--- config.mk ---
export PLATFORM = sky130hd
export DESIGN_NAME = mem_stage
export DESIGN_NICKNAME = d
export VERILOG_FILES = /design/src/rtl/mem_stage_pkg.sv /design/src/rtl/mem_stage.sv
export SDC_FILE = /design/constraint.sdc
export NUM_CORES = 1
export LEC_CHECK = 0
export ABC_AREA = 1
export BUFFER_PORTS_ARGS = -buffer_cell sky130_fd_sc_hd__buf_2
export CAP_MARGIN = 20
export CORE_UTILIZATION = 43
export DETAILED_ROUTE_END_ITERATION = 12
export PLACE_DENSITY = 0.73
export RECOVER_POWER = 50
export SLEW_MARGIN = 30
export SYNTH_ARGS = -nofsm -noshare
export SYNTH_HDL_FRONTEND = slang
export SYNTH_SLANG_ARGS = --single-unit
--- constraint.sdc ---
create_clock -name clk -period 1.99 [get_ports clk]
set_clock_uncertainty 0.1 [all_clocks]
set_input_delay 0.2985 -clock clk [delete_from_list [all_inputs] [get_ports clk]]
set_output_delay 0.2985 -clock clk [all_outputs]
set_load 0.03 [all_outputs]
--- src/rtl/mem_stage_pkg.sv ---
// rtl/mem_stage_pkg.sv - shared widths, opcodes and state encoding for the memory stage
package mem_stage_pkg;

   localparam int REG_LENGTH   = 32;
   localparam int REG_ADDR_LEN = 5;
   localparam int OP_LENGTH    = 6;

   localparam logic [OP_LENGTH-1:0] OP_LW = 6'b100011;
   localparam logic [OP_LENGTH-1:0] OP_SW = 6'b101011;

   typedef enum logic {
      MEM_IDLE   = 1'b0,
      MEM_ACCESS = 1'b1
   } memState_t;

endpackage

--- src/rtl/mem_stage.sv ---
// rtl/mem_stage.sv - MEM pipeline stage: LW/SW over a req/ack bus, ALU pass-through, RegFile write-back
module mem_stage
   import mem_stage_pkg::*;
#(
   parameter int DATA_W  = REG_LENGTH,
   parameter int RADDR_W = REG_ADDR_LEN,
   parameter int OP_W    = OP_LENGTH,
   parameter int TIMEOUT = 255
) (
   input  logic               clk,
   input  logic               rst,
   input  logic               valid,
   input  logic [OP_W-1:0]    op,
   input  logic [DATA_W-1:0]  regcData,
   input  logic [RADDR_W-1:0] regcAddr,
   input  logic               regcWr,
   input  logic [DATA_W-1:0]  storeData,
   output logic               stall,
   output logic               memCe,
   output logic               memWe,
   output logic [DATA_W-1:0]  memAddr,
   output logic [DATA_W-1:0]  memWdata,
   input  logic [DATA_W-1:0]  memRdata,
   input  logic               memAck,
   output logic               we,
   output logic [RADDR_W-1:0] wAddr,
   output logic [DATA_W-1:0]  wData,
   output logic               err
);

   localparam int             CNT_W    = (TIMEOUT > 1) ? $clog2(TIMEOUT + 1) : 1;
   localparam bit             TO_EN    = (TIMEOUT != 0);
   localparam logic [CNT_W-1:0] CNT_LAST = (TIMEOUT > 0) ? CNT_W'(TIMEOUT - 1) : '0;

   memState_t          state, stateNext;
   logic               accStore;
   logic [RADDR_W-1:0] accRd;
   logic [CNT_W-1:0]   cnt;

   logic isLoad, isStore, aligned, accept, timedOut;

   assign isLoad   = (op == OP_W'(OP_LW));
   assign isStore  = (op == OP_W'(OP_SW));
   assign aligned  = (regcData[1:0] == 2'b00);
   assign accept   = (state == MEM_IDLE) && valid;
   // The last access cycle is counter value TIMEOUT-1; an ack on that edge still wins.
   assign timedOut = TO_EN && (cnt == CNT_LAST) && !memAck;

   assign stall = (state == MEM_ACCESS);
   assign memCe = stall;
   assign memWe = stall && accStore;

   always_ff @(posedge clk or negedge rst) begin
      if (!rst) state <= MEM_IDLE;
      else      state <= stateNext;
   end

   always_comb begin
      stateNext = state;
      case (state)
         MEM_IDLE:   if (accept && (isLoad || isStore) && aligned) stateNext = MEM_ACCESS;
         MEM_ACCESS: if (memAck || timedOut) stateNext = MEM_IDLE;
         default:    stateNext = MEM_IDLE;
      endcase
   end

   always_ff @(posedge clk or negedge rst) begin
      if (!rst) begin
         accStore <= 1'b0;
         accRd    <= '0;
         cnt      <= '0;
         memAddr  <= '0;
         memWdata <= '0;
         we       <= 1'b0;
         wAddr    <= '0;
         wData    <= '0;
         err      <= 1'b0;
      end else begin
         we  <= 1'b0;
         err <= 1'b0;
         if (state == MEM_IDLE) begin
            if (accept) begin
               if (isLoad || isStore) begin
                  if (aligned) begin
                     accStore <= isStore;
                     accRd    <= regcAddr;
                     memAddr  <= {regcData[DATA_W-1:2], 2'b00};
                     memWdata <= storeData;
                     cnt      <= '0;
                  end else begin
                     err <= 1'b1;
                  end
               end else begin
                  we    <= regcWr && (regcAddr != '0);
                  wAddr <= regcAddr;
                  wData <= regcData;
               end
            end
         end else if (memAck) begin
            if (!accStore) begin
               we    <= (accRd != '0);
               wAddr <= accRd;
               wData <= memRdata;
            end
         end else if (timedOut) begin
            err <= 1'b1;
         end else begin
            cnt <= cnt + 1'b1;
         end
      end
   end

endmodule

==> results.md <==
- Reg power frac: 0.387
- Layout area overhead: 35.54%
- Non-Filler Instances: 926
- GRT Total Usage: 0.2166
- Synthesis Warnings: 0
- Total inserted antenna cells: 0
- Measured slew at the worst slew-check pin: 927.8 ps
- DRC Markers: 0
- Worst-skew pair later-pin latency: 400 ps
- Starting Density: 0.4403
- Clock transition at path regs: 50 ps
- Slew margin rel.: 0.3814
- Detailed Place HPWL: 9404 um
- Distinct cells, synth: 26
- DRT antenna net count: 0
- Critical path capture point type: output port
- Initial drt markers: 207
- Width of the die: 110.1 um
- FP Rows: 39
- Hold Crit Class: input pin to register
- Syn Std Cell Area: 0.005027 mm2
- Post-route minimum period: 1869 ps
- RePlAce Congestion: 0.8834
- Placed Cells: 894
- Comb pwr share: 0.177
- Status: completed
- Vias per cell: 4.971
- Total net switching power: 0.002070 W
- Yosys top cell by area: dfrtp_1
- Final TNS setup: 0 ps
- Period utilisation layout: 0.9391
- Max-slew violations: 0
- Top-count cell post-synth: nor2_1
- FMAX: 535.1 MHz
- Worst vdd ir: 473.9 uV
- Routed len/inst: 14.36 um
- H-tree level count: 4
- Syn avg cell area: 8.993 um2
- Top cells by count, synth: 125 x nor2_1, 116 x dfrtp_1, 83 x nand2_1
- DIE AREA: 0.01213 mm2
- Gate Count Post-Synth: 559
- Ys flop type: dfrtp_1
- Drt total wl: 13,300 um
- Seq/Total Area, Yosys: 0.5774
- Post-synth EDFFs: 0
- FILL cells: 1,039
- PortBufs: 215
- Internal power: 0.005131 W
- Proportion of power drawn by the clock network: 0.437
- Num CTS Buffers: 17
- Synth top area share: 0.5774
- Setup CP Type: register to output port
- Max-Cap Viols: 0
- Worst endpoint required time: 1590 ps
- Vias in the first global route: 4,292
- Startpoint types: register
- Multi-input gate area: 0.001871 mm2
- RSZ-0062 raised after global routing: false
- Max Buffers Root-to-Sink: 2
- Post-CTS Setup Inserts: 0
- Sequential cell area: 0.002904 mm2
- Die Y-Extent: 110.1 um
- Most area-consuming cells after synthesis: dfrtp_1 58%, nor2_1 9.3%, nand2_1 6.2%
- CTS Sinks: 116
- GR Overflow Total: 0
- Async S/R FF share, synth: 1.000
- TritonCTS clock tree: yes
- Initial antenna violation count: 0
- Share of cells above drive strength 1: 0.2720
- Worst Path Max Fanout: 31
- Final hold vios: 0
- Endpoints failing setup: 0
- Drt first pass iters: 4
- Root buf cell: clkbuf_16
- Nets@finish: 885
- Ports: 218
- Total core area: 0.01142 mm2
- Via Count: 4,603
- Power Dens Cells: 1057 mW/mm2
- Switching portion of total power: 0.2875
- Largest net degree at the start of global routing: 75
- LEAKAGE: 3.514 nW
- FF+latch count, synth: 116
- CP arrival: 1470 ps
- First-pass GRT wire length: 20,160 um
-- area by class of cell --
| cell class | instances | area share |
|---|---|---|
| clock buffers | 21 | 0.06757 |
| clock inverters | 10 | 0.02277 |
| well taps | 143 | 0.02626 |
| multi-input cells | 388 | 0.2745 |
| inverters | 20 | 0.01102 |
| flip-flops and latches | 116 | 0.4262 |
| repair buffers | 228 | 0.1717 |
-- placed cells by master, fill, tap and decap left out, drive strengths merged --
cell type	instances
mux2i	27
o21bai	1
nand3	12
o21ai	63
o22ai	1
inv	20
xnor2	1
buf	175
nand4	2
clkinvlp	2
nor3b	2
bufinv	4
o31ai	1
nor2	128
dfrtp	116
conb	2
xor2	1
clkbuf	73
clkinv	4
a21oi	58
nand2	86
nor3	1
dlygate4sd3	1
ha	2
-- per-stage QoR --
stage	total power [W]	setup WS, ps	util	hold slack (ps)	area [um2]
after CTS	0.007308	83.72	0.6033	14.37	6889
after floorplan	0.003598	177.8	-	-97.09	5031
final	0.007201	121.1	0.5968	29.18	6814
after global placement	0.004090	284.6	0.5482	183.7	6260
after global routing	0.007519	39.21	0.5968	20.03	6814
after detailed placement	0.004129	237.3	0.5482	187.8	6260
-- state kept, by name, summed over array words and instances, names as in the netlist --
name	count
accRd	5
accStore	1
cnt	8
err	1
memAddr	30
memCe	1
memWdata	32
wAddr	5
wData	32
we	1
-- critical path: stages (launching register included) --
cell	delay, ps
dfrtp_2	360
buf_6	340
nand2_1	110
inv_1	80
buf_2	190
-- metal layers --
| metal | wire length, um | vias to the layer above | part of all wire | track usage |
|---|---|---|---|---|
| met1 | 5632 | 2169 | 0.42 | 0.2591 |
| met2 | 6471 | 167 | 0.49 | 0.3661 |
| met5 | 0 | - | 0 | 0 |
| met4 | 304 | 0 | 0.023 | 0.1015 |
| li1 | - | 2245 | - | - |
| met3 | 887 | 22 | 0.067 | 0.05467 |
-- final timing paths --
| kind | startpoint | end | slack [ps] | cells past startpoint |
|---|---|---|---|---|
| max | memCe | memWe | 120 | 4 |
| min | storeData[20] | memWdata[20] | 30 | 3 |
| max reg2reg | memCe | memWdata[29] | 220 | 7 |
| min reg2reg | wData[6] | wData[6] | 380 | 2 |
| max in group asynchronous | rst | wData[23] | 350 | 3 |
| min in group asynchronous | rst | memAddr[14] | 470 | 2 |
-- power groups by stage --
stage	Sequential (W)	Combinational, W	Clock, W
final	0.00278	0.00127	0.00315
after detailed placement	0.00281	0.00131	0
after global placement	0.00280	0.00129	0
after CTS	0.00278	0.00132	0.00321
after global routing	0.00282	0.00139	0.00332
after floorplan	0.00329	0.000311	0
-- repair_timing --
| item | in CTS | in global routing |
|---|---|---|
| endpoints found under the hold margin | 32 | 0 |
| setup endpoints to repair | 1 | 0 |
| hold buffers | 1 | 0 |
| resized for setup | 1 | 0 |
-- logic make-up (layout without fill, tap and decap cells) --
group | after synthesis | after routing | share of synthesized area
and+or+nand+nor | 231 | 231 | 0.1832
buffers and inverters | 56 | 279 | 0.05177
xor gates and xnor gates | 2 | 2 | 0.003485
adders and majority gates | 2 | 2 | 0.004977
DFF | 116 | 116 | 0.5774
muxes | 27 | 27 | 0.05376
other | 1 | 2 | 0.0007459
AOI/OAI and AO/OA | 124 | 124 | 0.1247
Power figures use the tool's default switching activity.
